===== src/rtl/fetch_seq.sv =====
`default_nettype none
// =============================================================================
// fetch_seq : instruction-cycle sequencer driving the IP register controls.
// Rev 1.0
// =============================================================================
module fetch_seq #(
  parameter logic [15:0] RESET_VEC = 16'h0000,
  parameter logic [3:0]  OP_HALT   = 4'hF,
  parameter logic [3:0]  OP_JMP    = 4'hE,
  parameter logic [3:0]  OP_JZ     = 4'hD,
  parameter logic [3:0]  OP_JC     = 4'hC
) (
  input  logic        clk,
  input  logic        rst_n,
  input  logic        Run,
  input  logic [15:0] MemData,
  input  logic        MemReady,
  output logic        MemRead,
  input  logic        Zero,
  input  logic        Carry,
  output logic        Next,
  output logic        JumpEn,
  output logic [15:0] JumpAddr,
  output logic [15:0] IR,
  output logic        ExecStart,
  input  logic        ExecDone,
  output logic        Halted
);

  localparam logic [2:0] S_HALT    = 3'd0;
  localparam logic [2:0] S_VECTOR  = 3'd1;
  localparam logic [2:0] S_FETCH   = 3'd2;
  localparam logic [2:0] S_DECODE  = 3'd3;
  localparam logic [2:0] S_OPFETCH = 3'd4;
  localparam logic [2:0] S_BRANCH  = 3'd5;
  localparam logic [2:0] S_EXEC    = 3'd6;

  logic [2:0]  state;
  logic [2:0]  next_state;
  logic        boot_pending;
  logic [15:0] ir_q;
  logic [15:0] target;
  logic        taken;
  logic [3:0]  opcode;
  logic        is_branch;
  logic        cond_met;
  logic [2:0]  boundary;

  assign opcode    = ir_q[15:12];
  assign is_branch = (opcode == OP_JMP) || (opcode == OP_JZ) || (opcode == OP_JC);
  assign boundary  = Run ? S_FETCH : S_HALT;
  assign IR        = ir_q;

  // Branch condition, evaluated on the operand-fetch handshake edge
  always_comb begin
    cond_met = 1'b0;
    if (opcode == OP_JMP)     cond_met = 1'b1;
    else if (opcode == OP_JZ) cond_met = Zero;
    else if (opcode == OP_JC) cond_met = Carry;
  end

  always_ff @(posedge clk or negedge rst_n) begin
    if (!rst_n) begin
      state <= S_HALT;
    end else begin
      state <= next_state;
    end
  end

  always_ff @(posedge clk or negedge rst_n) begin
    if (!rst_n) begin
      boot_pending <= 1'b1;
      ir_q         <= 16'h0000;
      target       <= 16'h0000;
      taken        <= 1'b0;
    end else begin
      if (state == S_VECTOR) boot_pending <= 1'b0;
      if ((state == S_FETCH) && MemReady) ir_q <= MemData;
      if ((state == S_OPFETCH) && MemReady) begin
        target <= MemData;
        taken  <= cond_met;
      end
    end
  end

  always_comb begin
    next_state = state;
    case (state)
      S_HALT:    if (Run) next_state = boot_pending ? S_VECTOR : S_FETCH;
      S_VECTOR:  next_state = S_FETCH;
      S_FETCH:   if (MemReady) next_state = S_DECODE;
      S_DECODE: begin
        if (opcode == OP_HALT) next_state = S_HALT;
        else if (is_branch)    next_state = S_OPFETCH;
        else                   next_state = S_EXEC;
      end
      S_OPFETCH: if (MemReady) next_state = S_BRANCH;
      S_BRANCH:  next_state = boundary;
      S_EXEC:    if (ExecDone) next_state = boundary;
      default:   next_state = S_HALT;
    endcase
  end

  // Next and JumpEn are single-cycle strobes; the IP register loads on every edge
  always_comb begin
    Halted    = (state == S_HALT);
    MemRead   = (state == S_FETCH) || (state == S_OPFETCH);
    Next      = ((state == S_FETCH) && MemReady) || ((state == S_BRANCH) && !taken);
    JumpEn    = (state == S_VECTOR) || ((state == S_BRANCH) && taken);
    JumpAddr  = (state == S_VECTOR) ? RESET_VEC : target;
    ExecStart = (state == S_DECODE) && (opcode != OP_HALT) && !is_branch;
  end

endmodule
`default_nettype wire


===== config.mk =====
export PLATFORM = sky130hd
export DESIGN_NAME = fetch_seq
export DESIGN_NICKNAME = d
export VERILOG_FILES = /design/src/rtl/fetch_seq.sv
export SDC_FILE = /design/constraint.sdc
export NUM_CORES = 1
export LEC_CHECK = 0
export BUFFER_PORTS_ARGS = -buffer_cell sky130_fd_sc_hd__buf_2
export CAP_MARGIN = 25
export CORE_UTILIZATION = 25
export DETAILED_ROUTE_END_ITERATION = 16
export PLACE_DENSITY = 0.48
export SYNTH_ARGS = -nofsm -noshare
export SYNTH_HDL_FRONTEND = slang
export SYNTH_SLANG_ARGS = --single-unit
export TNS_END_PERCENT = 20

===== constraint.sdc =====
create_clock -name clk -period 2.8 [get_ports clk]
set_clock_uncertainty 0.15 [all_clocks]
set_input_delay 0.42 -clock clk [delete_from_list [all_inputs] [get_ports clk]]
set_output_delay 0.42 -clock clk [all_outputs]
set_load 0.005 [all_outputs]

Word-level counts from Yosys, hierarchy flattened
Index checks and enable logic that the tools add are counted.
{"block": "totals", "regBits": 37, "latch_bits": 0, "mem_bits_rw": 0, "romBits": 0, "in_bits": 23, "mem_count": 0}
{"block": "classes", "n_addsub": 0, "mul": 0, "div_mod_pow": 0, "magnitude_cmp": 0, "n_eq_ne": 15, "n_shift": 0, "muxes": 13, "bitwise": 0, "n_reduce_logical": 15}
{"op": "$pmux 3 s7", "n": 1}
{"op": "$eq 4x4->1 const B", "n": 4}
{"op": "$mux 16", "n": 1}
{"op": "$mux 3", "n": 5}
{"op": "$eq 3x3->1 const B", "n": 3}
{"op": "$ne 2x2->1 const B", "n": 4}
{"op": "$eq 3x2->1 const B", "n": 2}
{"op": "$logic_and 1x1->1", "n": 6}
{"op": "$mux 2", "n": 3}
{"op": "$logic_or 1x1->1", "n": 5}
{"op": "$ne 4x4->1 const B", "n": 1}
{"op": "$reduce_and 4->1", "n": 1}
{"op": "$eq 3x1->1 const B", "n": 1}
{"op": "$logic_not 3->1", "n": 1}
{"op": "$mux 1", "n": 3}
{"op": "$logic_not 1->1", "n": 2}

Logic depth before layout (Yosys ltp)
{"block": "logic_depth", "depth_word": 6, "mapped_depth": 5, "depth_no_buf": 3}

Worst setup path after synthesis
Ideal clock, no wire load.
{"block": "synth_path", "path_kind": "register -> output", "from": "register state[1]", "to": "output JumpAddr[10]", "arrival_time_ps": 1261, "required_ps": 2230, "setup_slack_ps": 969, "path_stages_with_launch": 6, "n_path_buf": 2, "cell_sequence": "dfrtp_1 -> buf_2 -> nand2b_1 -> nor2_4 -> clkbuf_1 -> nor2b_1"}
{"block": "synth_between", "elab_chain_cells": 2}
{"element": "from (decl)", "line": "38", "text": "logic [2:0] state;"}
{"element": "from (signal assigned)", "line": "66", "text": "state <= next_state;"}
{"element": "$eq 3x1->1", "line": "110", "text": "JumpAddr = (state == S_VECTOR) ? RESET_VEC : target;"}
{"element": "$mux 16", "line": "110"}
{"element": "to (decl)", "line": "23", "text": "output logic [15:0] JumpAddr,"}
Every way passes these cells.

Worst setup path in the final report
{"block": "layout_path", "from": "register state[2]", "to": "output Next"}
{"block": "layout_between", "elab_chain_cells": 3}
{"element": "$eq 3x2->1 / $eq 3x3->1 (equally long branches)", "line": "108", "text": "Next = ((state == S_FETCH) && MemReady) || ((state == S_BRANCH) && !taken);"}
{"element": "$logic_and 1x1->1", "line": "108"}
{"element": "$logic_or 1x1->1 (*)", "line": "108"}
{"element": "to (decl)", "line": "21", "text": "output logic Next,"}
Every way passes the cells marked *; elsewhere a longest branch is shown, timed or not.

==> metrics <==
setup TNS 0 ps; Final period util 0.845; area share of the largest cell type after synthesis 0.541; Vias/cell between 4 and 5; Comb pwr share 0.400; Setup Crit Path Kind flop to output pin; IO buf count a little under 60; Min-Delay Path Class input pin to asynchronous set/reset pin; initial antenna violation count 0; DIE AREA 7000 um^2; Synth cell types 26; Setup crit end Next; WP data required approximately 2200 ps; Longest Clk Path Bufs 2; FP Rows 29; IO Count 60; Post-CTS Setup Bufs 0; drt pass-1 iters 2; overall routing resource usage 0.108; Tmin final 2370 ps; Slew Limit Fails 0; biggest fanout along the worst timing path 17; first-pass GRT wire length about 5900 um; # DRC 0; Initial Util 0.261; ys flop type dfrtp_1; warnings from Yosys 0; Chip Height about 84 um; Vias between 1,000 and 1,500; filler cell count about 670; largest family of logic cells by synthesized area multiplexers; max_slew headroom 0.442; post-synthesis compound-gate area fraction 0.0360; H-tree levels 2; CTS tree yes; Avg Inst Size Synth between 10 and 15 um^2; worst-margin pin slew 837 ps; area grow syn2layout 26.1%; CTS Hold Bufs 0; gpl congestion roughly 0.68; Seq/Total Area, Yosys 0.556; Post-Synth Adder-Cell Area 0; Fmax achieved around 420 MHz; remaining global-route overflow 0; share of cells above drive strength 1 0.562; pwr dens roughly 1100 nW/um^2; vias in the first global route between 1,000 and 1,500; clock network power share 0.153; Max rail drop VDD roughly 0.00039 V; flop-to-flop setup slack between 700 and 800 ps; post-synthesis instance area between 1500 and 2000 um^2; Pleak ~0.00099 uW; CP arrival about 1800 ps; # resized after CTS 0; simple-gate share of the synthesized area 0.149; R2R Path End target[8]; Final ANT Viol Nets 0; area leader, netlist dfrtp_1; Net Sw Power roughly 700 uW; Gate Count Post-Synth between 100 and 150; CTS sink count 37; status complete, no violations; worst-skew pair later-pin latency 280 ps; syn_nets 147; Switching Share 0.325; Crit. End Element output pin; largest net degree at the start of global routing 38; P_int around 1500 uW; CTS Buf Count 5; Reg clk slew, reported paths approximately 70 ps; Critical path origin state[2]; DP HPWL around 2600 um; max_cap viols 0; 1st-iter DRT viols slightly above 50; FF-to-FF path depth 4; antenna cells 0; root buf cell clkbuf_8; mux cell area share after synthesis 0.223; final wirelength 3610 um; RSZ-0062 raised after global routing false; Final #Nets approximately 210; Routed wire per std cell approximately 14 um; count leader, synth dfrtp_1; synthesized flop and latch total 37; Reg power frac 0.447; Finished Layout Cells about 260; placed inst area roughly 2000 um^2; Placeable Area 6390 um^2; Post-Route Utilization 0.329; Synth Area in XOR/XNOR 0.00526; endpoints failing setup 0; Worst R2R Start state[2]; Post-synth EDFFs 0; Post-Place Cells about 260; die span in x 83.6 um; largest cells by area after synthesis dfrtp_1 (54%), mux2_2 (22%), nor2b_1 (7.1%); post-route cell area about 2100 um^2; final hold violations 0; Post-synth ARST share 1.00; Commonest cells post-synth dfrtp_1 (36), mux2_2 (33), nor2b_1 (19), nand2b_1 (4); kind of start point of the critical path flop
==> power by group through the flow <==
stage	combinational (uW)	sequential (uW)	clock (uW)
floorplan	602	919	0
global placement	905	990	0
detailed placement	903	999	0
CTS	906	992	357
global route	984	1030	375
finish	883	986	338
==> worst max-delay path, stage by stage (launching register included) <==
cell and delay (ps):
dfrtp_1 510, nand2b_1 260, nor3b_4 170, buf_4 280, o21bai_1 160, buf_2 130
==> per-stage QoR <==
stage / hold slack [ps] / setup slack (ps) / power, uW
after global placement: 330 / 700 / 1890
after CTS: 116 / 378 / 2260
after floorplan: -25.6 / 969 / 1520
after global routing: 155 / 301 / 2390
final: 93.4 / 434 / 2210
after detailed placement: 338 / 696 / 1900
==> placed cells by master (no fill, tap or decap), types with 2 or more instances in the layout <==
master	n
dfrtp_1	36
nor3_1	3
buf_4	2
clkbuf_8	5
mux2_2	33
nor2b_1	19
buf_2	59
nand2b_1	4
a21oi_1	2
a211oi_1	2
nand2_1	3
nor2_1	3
==> sequential cells by signal, indices dropped and copies added (netlist names) <==
register,cells
IR,16
boot_pending,1
state,3
taken,1
target,16
==> area by class of cell <==
cell class                 instances  area (um^2)  area share
clock buffer                       5         68.8      0.0328
sequential                        37          927       0.441
timing repair buffer              61          310       0.148
inverter                           1         3.75     0.00179
multi-input combinational         80          689       0.328
tap                               77         96.3      0.0459
clock inverter                     1         5.00     0.00238
==> cell families (layout without fill, tap and decap cells) <==
logic type	after synthesis	in the layout
compound gates	8	8
xor+xnor	1	1
buf+inv	7	68
flops	37	37
mux	33	33
simple gates	38	38
==> metal layers <==
metal,share of wire,wire (um),vias up,GRT usage
met4,0.0058,21,0,0.0277
met3,0.061,220,3,0.0376
met5,0,0,-,0
met1,0.48,1720,559,0.142
met2,0.46,1640,36,0.171
li1,-,-,555,-
==> how the worst min path moves through the flow <==
stage | startpoint | end | slack, ps | cells past startpoint
global route | rst_n | target[7] | 150 | 1
floorplan | rst_n | IR[0] | -30 | 0
detailed placement | target[12] | target[12] | 340 | 1
CTS | rst_n | target[5] | 120 | 1
finish | rst_n | target[6] | 90 | 1
global placement | target[4] | target[4] | 330 | 1
Note: power is estimated with default switching activity, not from simulation.
